<file path="src/rtl/diag_severity_ctrl.sv">
// Diagnostic severity controller: per-code severity map with push/pop save stack,
// event classification and saturating counters. Optional macro: DIAG_FATAL_HALT_EN.
module diag_severity_ctrl #(
    parameter int unsigned NUM_CODES = 16,
    parameter int unsigned DEPTH     = 4,
    parameter int unsigned CNT_W     = 8,
    localparam int unsigned CODE_W   = $clog2(NUM_CODES),
    localparam int unsigned DEPTH_W  = $clog2(DEPTH + 1)
) (
    input  logic               clk,
    input  logic               rst,
    input  logic               cmd_valid,
    output logic               cmd_ready,
    input  logic [1:0]         cmd_op,
    input  logic [CODE_W-1:0]  cmd_code,
    input  logic [1:0]         cmd_sev,
    input  logic               evt_valid,
    input  logic [CODE_W-1:0]  evt_code,
    output logic               out_valid,
    output logic [CODE_W-1:0]  out_code,
    output logic [1:0]         out_sev,
    output logic [CNT_W-1:0]   warn_cnt,
    output logic [CNT_W-1:0]   err_cnt,
    output logic [CNT_W-1:0]   sup_cnt,
    output logic               fatal,
    output logic [DEPTH_W-1:0] stack_depth,
    output logic               stack_ovf,
    output logic               stack_unf
);

    localparam int unsigned PTR_W   = (DEPTH > 1) ? $clog2(DEPTH) : 1;
    localparam int unsigned MAP_W   = 2 * NUM_CODES;

    localparam logic [1:0] OpNop  = 2'd0;
    localparam logic [1:0] OpPush = 2'd1;
    localparam logic [1:0] OpPop  = 2'd2;
    localparam logic [1:0] OpSet  = 2'd3;

    localparam logic [1:0] SevIgnore = 2'd0;
    localparam logic [1:0] SevWarn   = 2'd1;
    localparam logic [1:0] SevError  = 2'd2;
    localparam logic [1:0] SevFatal  = 2'd3;

    typedef enum logic [0:0] {StRun, StHalt} state_e;

    state_e           state_q;
    logic [MAP_W-1:0] map_q;
    logic [MAP_W-1:0] map_d;
    logic [MAP_W-1:0] stack_q [DEPTH];

    logic             cmd_fire;
    logic             push_en;
    logic             pop_en;
    logic             ovf_set;
    logic             unf_set;
    logic             evt_take;
    logic [1:0]       evt_sev;
    logic [PTR_W-1:0] push_ptr;
    logic [PTR_W-1:0] pop_ptr;

    function automatic logic [CNT_W-1:0] sat_inc(input logic [CNT_W-1:0] v);
        return (&v) ? v : v + CNT_W'(1);
    endfunction

`ifdef DIAG_FATAL_HALT_EN
    assign cmd_ready = (state_q == StRun);
`else
    assign cmd_ready = 1'b1;
`endif

    assign cmd_fire = cmd_valid && cmd_ready;
    assign evt_take = evt_valid && (state_q == StRun);
    assign push_ptr = stack_depth[PTR_W-1:0];
    assign pop_ptr  = PTR_W'(stack_depth - DEPTH_W'(1));

    // Codes outside the map default to error.
    always_comb begin
        evt_sev = SevError;
        for (int i = 0; i < NUM_CODES; i++) begin
            if (evt_code == CODE_W'(i)) evt_sev = map_q[2*i +: 2];
        end
    end

    always_comb begin
        map_d   = map_q;
        push_en = 1'b0;
        pop_en  = 1'b0;
        ovf_set = 1'b0;
        unf_set = 1'b0;
        if (cmd_fire) begin
            case (cmd_op)
                OpPush: begin
                    if (stack_depth == DEPTH_W'(DEPTH)) ovf_set = 1'b1;
                    else                                push_en = 1'b1;
                end
                OpPop: begin
                    if (stack_depth == '0) begin
                        unf_set = 1'b1;
                    end else begin
                        pop_en = 1'b1;
                        map_d  = stack_q[pop_ptr];
                    end
                end
                OpSet: begin
                    for (int i = 0; i < NUM_CODES; i++) begin
                        if (cmd_code == CODE_W'(i)) map_d[2*i +: 2] = cmd_sev;
                    end
                end
                OpNop: ;
                default: ;
            endcase
        end
    end

    // Stack storage needs no reset; its contents are meaningless above stack_depth.
    always_ff @(posedge clk) begin
        if (!rst && push_en) stack_q[push_ptr] <= map_q;
    end

    always_ff @(posedge clk) begin
        if (rst) begin
            state_q     <= StRun;
            map_q       <= {NUM_CODES{SevWarn}};
            out_valid   <= 1'b0;
            out_code    <= '0;
            out_sev     <= '0;
            warn_cnt    <= '0;
            err_cnt     <= '0;
            sup_cnt     <= '0;
            fatal       <= 1'b0;
            stack_depth <= '0;
            stack_ovf   <= 1'b0;
            stack_unf   <= 1'b0;
        end else begin
            map_q     <= map_d;
            out_valid <= 1'b0;
            if (push_en) stack_depth <= stack_depth + DEPTH_W'(1);
            if (pop_en)  stack_depth <= stack_depth - DEPTH_W'(1);
            if (ovf_set) stack_ovf <= 1'b1;
            if (unf_set) stack_unf <= 1'b1;
            if (evt_take) begin
                case (evt_sev)
                    SevIgnore: sup_cnt <= sat_inc(sup_cnt);
                    SevWarn: begin
                        warn_cnt  <= sat_inc(warn_cnt);
                        out_valid <= 1'b1;
                        out_code  <= evt_code;
                        out_sev   <= SevWarn;
                    end
                    SevError: begin
                        err_cnt   <= sat_inc(err_cnt);
                        out_valid <= 1'b1;
                        out_code  <= evt_code;
                        out_sev   <= SevError;
                    end
                    SevFatal: begin
                        out_valid <= 1'b1;
                        out_code  <= evt_code;
`ifdef DIAG_FATAL_HALT_EN
                        out_sev   <= SevFatal;
                        fatal     <= 1'b1;
                        state_q   <= StHalt;
`else
                        out_sev   <= SevError;
                        err_cnt   <= sat_inc(err_cnt);
`endif
                    end
                    default: ;
                endcase
            end
        end
    end

endmodule
</file>
<file path="config.mk">
export PLATFORM = sky130hd
export DESIGN_NAME = diag_severity_ctrl
export DESIGN_NICKNAME = d
export VERILOG_FILES = /design/src/rtl/diag_severity_ctrl.sv
export SDC_FILE = /design/constraint.sdc
export NUM_CORES = 1
export LEC_CHECK = 0
export CORE_ASPECT_RATIO = 0.9
export CORE_MARGIN = 2
export CORE_UTILIZATION = 53
export DETAILED_ROUTE_END_ITERATION = 8
export GPL_TIMING_DRIVEN = 0
export PLACE_DENSITY_LB_ADDON = 0.25
export SETUP_SLACK_MARGIN = 0.05
export SKIP_LAST_GASP = 1
export SLEW_MARGIN = 0
export SYNTH_ARGS = -nofsm -noshare
export SYNTH_HDL_FRONTEND = slang
export SYNTH_SLANG_ARGS = --single-unit
</file>
<file path="constraint.sdc">
create_clock -name clk -period 3.3 [get_ports clk]
set_input_delay 0.825 -clock clk [delete_from_list [all_inputs] [get_ports clk]]
set_output_delay 0.825 -clock clk [all_outputs]
set_load 0.005 [all_outputs]
</file>
==> impl_results.md <==
* Leading register cell type out of synthesis: sky130_fd_sc_hd__edfxtp_1
* Path class of the lowest-slack min-delay path: flop to flop
* Final core area utilization at 62.95%
* Element type at the critical path end: flop
* Proportion of netlist area held by the largest area contributor at 46.24%
* R2r endpoint: map_q[3]
* Worst setup path startpoint: evt_code[2]
* Die area at 0.01670 mm^2
* Worst hold path endpoint: out_code[1]
* Combinational family with the most area after synthesis: simple AND/OR/NAND/NOR gates
* Category of the critical setup timing path: input port to flop
* Count of endpoints failing setup in the final report at 0
* Placer Congestion at 0.8625
* Final routed DRC violation total at 0
* Area added between synthesis and finish at 16.53%
* Wire length of the first global-routing pass at 29620 um
* Most common library cell in the layout ignoring fill and taps: sky130_fd_sc_hd__edfxtp_1
* Worst hold start: out_code[1]
* Final-stage net count at 722
* Length of the first detailed-routing pass in iterations at 6
* Power density over the cells at 537.2 mW/mm^2
* Net Count, Synth at 656
* Initial cell density of the core at 54.02%
* FFs w/ async S/R, synth at 0%
* Post-DRT Antenna Nets at 0
* Transition time of the tightest slew-check pin at 0.8161 ns
* Sinks on Clock Net at 196
* Via count of the routed design at 5671
* Critical R2R Launch: stack_depth[0]
* Unrepaired setup endpoints after global routing: false
* Register-to-register path setup slack at 0.22 ns
* Status: completed
* Number of I/O port buffers at 48
* Xor/xnor cell area share of the yosys netlist at 0.3161%
* Hold Vio Cnt, Final at 0
* Syn Area/Cell at 13.15 um^2
* Post-route non-filler standard cell count at 913
* Endpoint arrival time on the critical path at 3.43 ns
* Half-perimeter wire length after detailed placement at 12560 um
* Startpoint class of the critical path: input port
* Area fraction in and, or, nand and nor cells after synthesis at 12.13%
* Number of cells after detailed placement at 882
* Post-synthesis compound-gate area fraction at 9.062%
* Height of the die at 122.8 um
* Post-Route Skew at 0.006784 ns
* Hold buffer count at cts at 0
* Critical Path RT at 3.59 ns
* Overall fraction of global-route tracks in use at 24.20%
* Worst-case reg-to-reg path depth at 10
* Horizontal die dimension at 136.0 um
* Sequential fraction of the synthesis area at 62.62%
* Total overflow reported by the global router at 0
* Share of synthesized cell area in full adder, half adder and majority cells at 1.204%
* Peak Freq at 318.4 MHz
* Synthesis-stage register bit count at 196
* Violation count after the first detailed-routing iteration at 694
* Reported leakage power at 0.003292 uW
* Maximum number of pins on one net before global-route repair at 33
* Synth warnings at 0
* Number of enable-type register cells in the synthesized netlist at 128
* Number of antenna violations at the first check in global routing at 0
* Period minus WS final at 3.141 ns
* Worst ir drop on vdd at 0.0005746 V
* Area leader, netlist: sky130_fd_sc_hd__edfxtp_1
* Ranking of synthesized cells by area: sky130_fd_sc_hd__edfxtp_1 46%, sky130_fd_sc_hd__dfxtp_1 16%, sky130_fd_sc_hd__mux4_2 9.8%
* TritonCTS Buffers at 17
* Slew HR at 45.45%
* Fraction of final layout cells sized beyond drive strength 1 at 15.05%
* Reg clk slew, reported paths at 0.07 ns
* Via density per instance at 6.211
* CTS tree: built
* Cell at the root of the clock tree: sky130_fd_sc_hd__clkbuf_16
* Sum of routed wire length over all layers at 19480 um
* Clock Latency Late Sink at 0.43 ns
* Clock tree buffer depth at 2
* Vias in the first global route at 5446
* Number of rows created at floorplan at 43
* Cells on Worst Hold Path at 2
* Peak fanout along the critical path at 10
* Crit share post-route at 95.17%
* Area of the placeable core at 0.01539 mm^2
* Synthesized cell area at 0.008312 mm^2
* Post-synth cell types at 53
* Max-capacitance violation count at 0
* Post-synthesis mux area share at 12.06%
* Ports placed on the boundary at 54
* Final Slew Violations at 0
* Cells after synthesis at 632
* Commonest cells after routing, fill and taps aside: 128 x sky130_fd_sc_hd__edfxtp_1, 68 x sky130_fd_sc_hd__dfxtp_1, 62 x sky130_fd_sc_hd__nand2_1
* Routed length per placed instance at 21.34 um
* H-tree depth at 4
* Number of diodes added for antenna fixing at 0
==> where the power goes <==
group	switching, uW	leakage (uW)	internal, uW
combinational	270	0.00132	200
sequential	48.3	0.00170	2660
clock	887	0.000274	1140
==> flip-flops by register name, indices dropped and copies added, names as in the netlist <==
name         cells
out_sev          2
map_q           32
sup_cnt          8
warn_cnt         8
stack_q        128
stack_ovf        1
err_cnt          8
stack_depth      3
out_valid        1
stack_unf        1
out_code         4
==> how the worst max path moves through the flow <==
stage / slack [ns] / to
global route: 0.05 / map_q[17]
CTS: 0.07 / map_q[3]
floorplan: 0.06 / map_q[15]
global placement: -1.08 / map_q[9]
detailed placement: -1.16 / map_q[23]
finish: 0.16 / sup_cnt[2]
==> cells in the mapped netlist (4+ instances only) <==
master and n:
sky130_fd_sc_hd__o31ai_1 6, sky130_fd_sc_hd__o21a_1 4, sky130_fd_sc_hd__and3_1 24, sky130_fd_sc_hd__buf_2 8, sky130_fd_sc_hd__edfxtp_1 128, sky130_fd_sc_hd__mux4_2 36
sky130_fd_sc_hd__a311oi_1 5, sky130_fd_sc_hd__nand2_1 62, sky130_fd_sc_hd__dfxtp_1 68, sky130_fd_sc_hd__ha_1 8, sky130_fd_sc_hd__nor2_1 63, sky130_fd_sc_hd__a21oi_1 28
sky130_fd_sc_hd__o21ai_0 34, sky130_fd_sc_hd__buf_1 5, sky130_fd_sc_hd__mux2_2 7, sky130_fd_sc_hd__or4_1 6, sky130_fd_sc_hd__nand3_1 16, sky130_fd_sc_hd__a31oi_1 20
sky130_fd_sc_hd__clkbuf_1 19, sky130_fd_sc_hd__inv_1 9, sky130_fd_sc_hd__mux2i_1 9, sky130_fd_sc_hd__nor2b_1 14, sky130_fd_sc_hd__nand4_1 4
==> routing by layer <==
layer / vias up / GRT usage, % / part of all wire [%]
met4: 0 / 6.641 / 1.4
li1: 2539 / - / -
met2: 260 / 37.88 / 47
met1: 2837 / 34.09 / 44
met3: 35 / 6.031 / 7.7
met5: - / 0 / 0
==> final cells by class <==
class	count	area (um^2)
Buffer	36	193.9
Clock buffer	21	450.4
Clock inverter	11	127.6
Fill cell	1159	5702
Inverter	9	33.78
Multi-Input combinational cell	390	2942
Sequential cell	196	5205
Tap cell	202	252.7
Timing Repair Buffer	48	480.5
==> logic make-up (layout without fill, tap and decap cells) <==
logic type | count (synthesis) | after routing
adder cells (fa/ha/maj) | 8 | 8
multiplexers | 54 | 54
flip-flops | 196 | 196
other | 2 | 2
XOR/XNOR | 3 | 3
buffers and inverters | 46 | 125
AO/OA/AOI/OAI | 117 | 117
AND/OR/NAND/NOR | 206 | 206
==> stage by stage <==
stage               cell area [um^2]  total power [uW]  hold slack, ns  worst slack (ns)  TNS [ns]
detailed placement              9051              3207          0.4685            -1.158   -110.62
global placement                9051              3188          0.4574            -1.077    -90.41
floorplan                       8318              3038          0.4511           0.06311         0
global route                    9686              5347          0.5018           0.05456         0
CTS                             9658              5203          0.4788           0.06622         0
finish                          9686              5203          0.4815            0.1594         0
==> worst max-delay path: stages <==
cell	delay, ns
sky130_fd_sc_hd__clkdlybuf4s50_1	0.54
sky130_fd_sc_hd__mux4_2	0.56
sky130_fd_sc_hd__a2111oi_4	0.53
sky130_fd_sc_hd__o21ai_4	0.19
sky130_fd_sc_hd__buf_6	0.19
sky130_fd_sc_hd__buf_2	0.20
sky130_fd_sc_hd__o31ai_1	0.28
sky130_fd_sc_hd__a21oi_1	0.11
==> timing repair <==
| action | 4_1_cts | 5_1_grt |
|---|---|---|
| setup buffers | 0 | 0 |
| gates resized for setup | 13 | 9 |
| hold endpoints to repair | 0 | 0 |
| setup endpoints to repair | 172 | 30 |
| pin swaps | 0 | 1 |
Power figures use the tool's default switching activity.
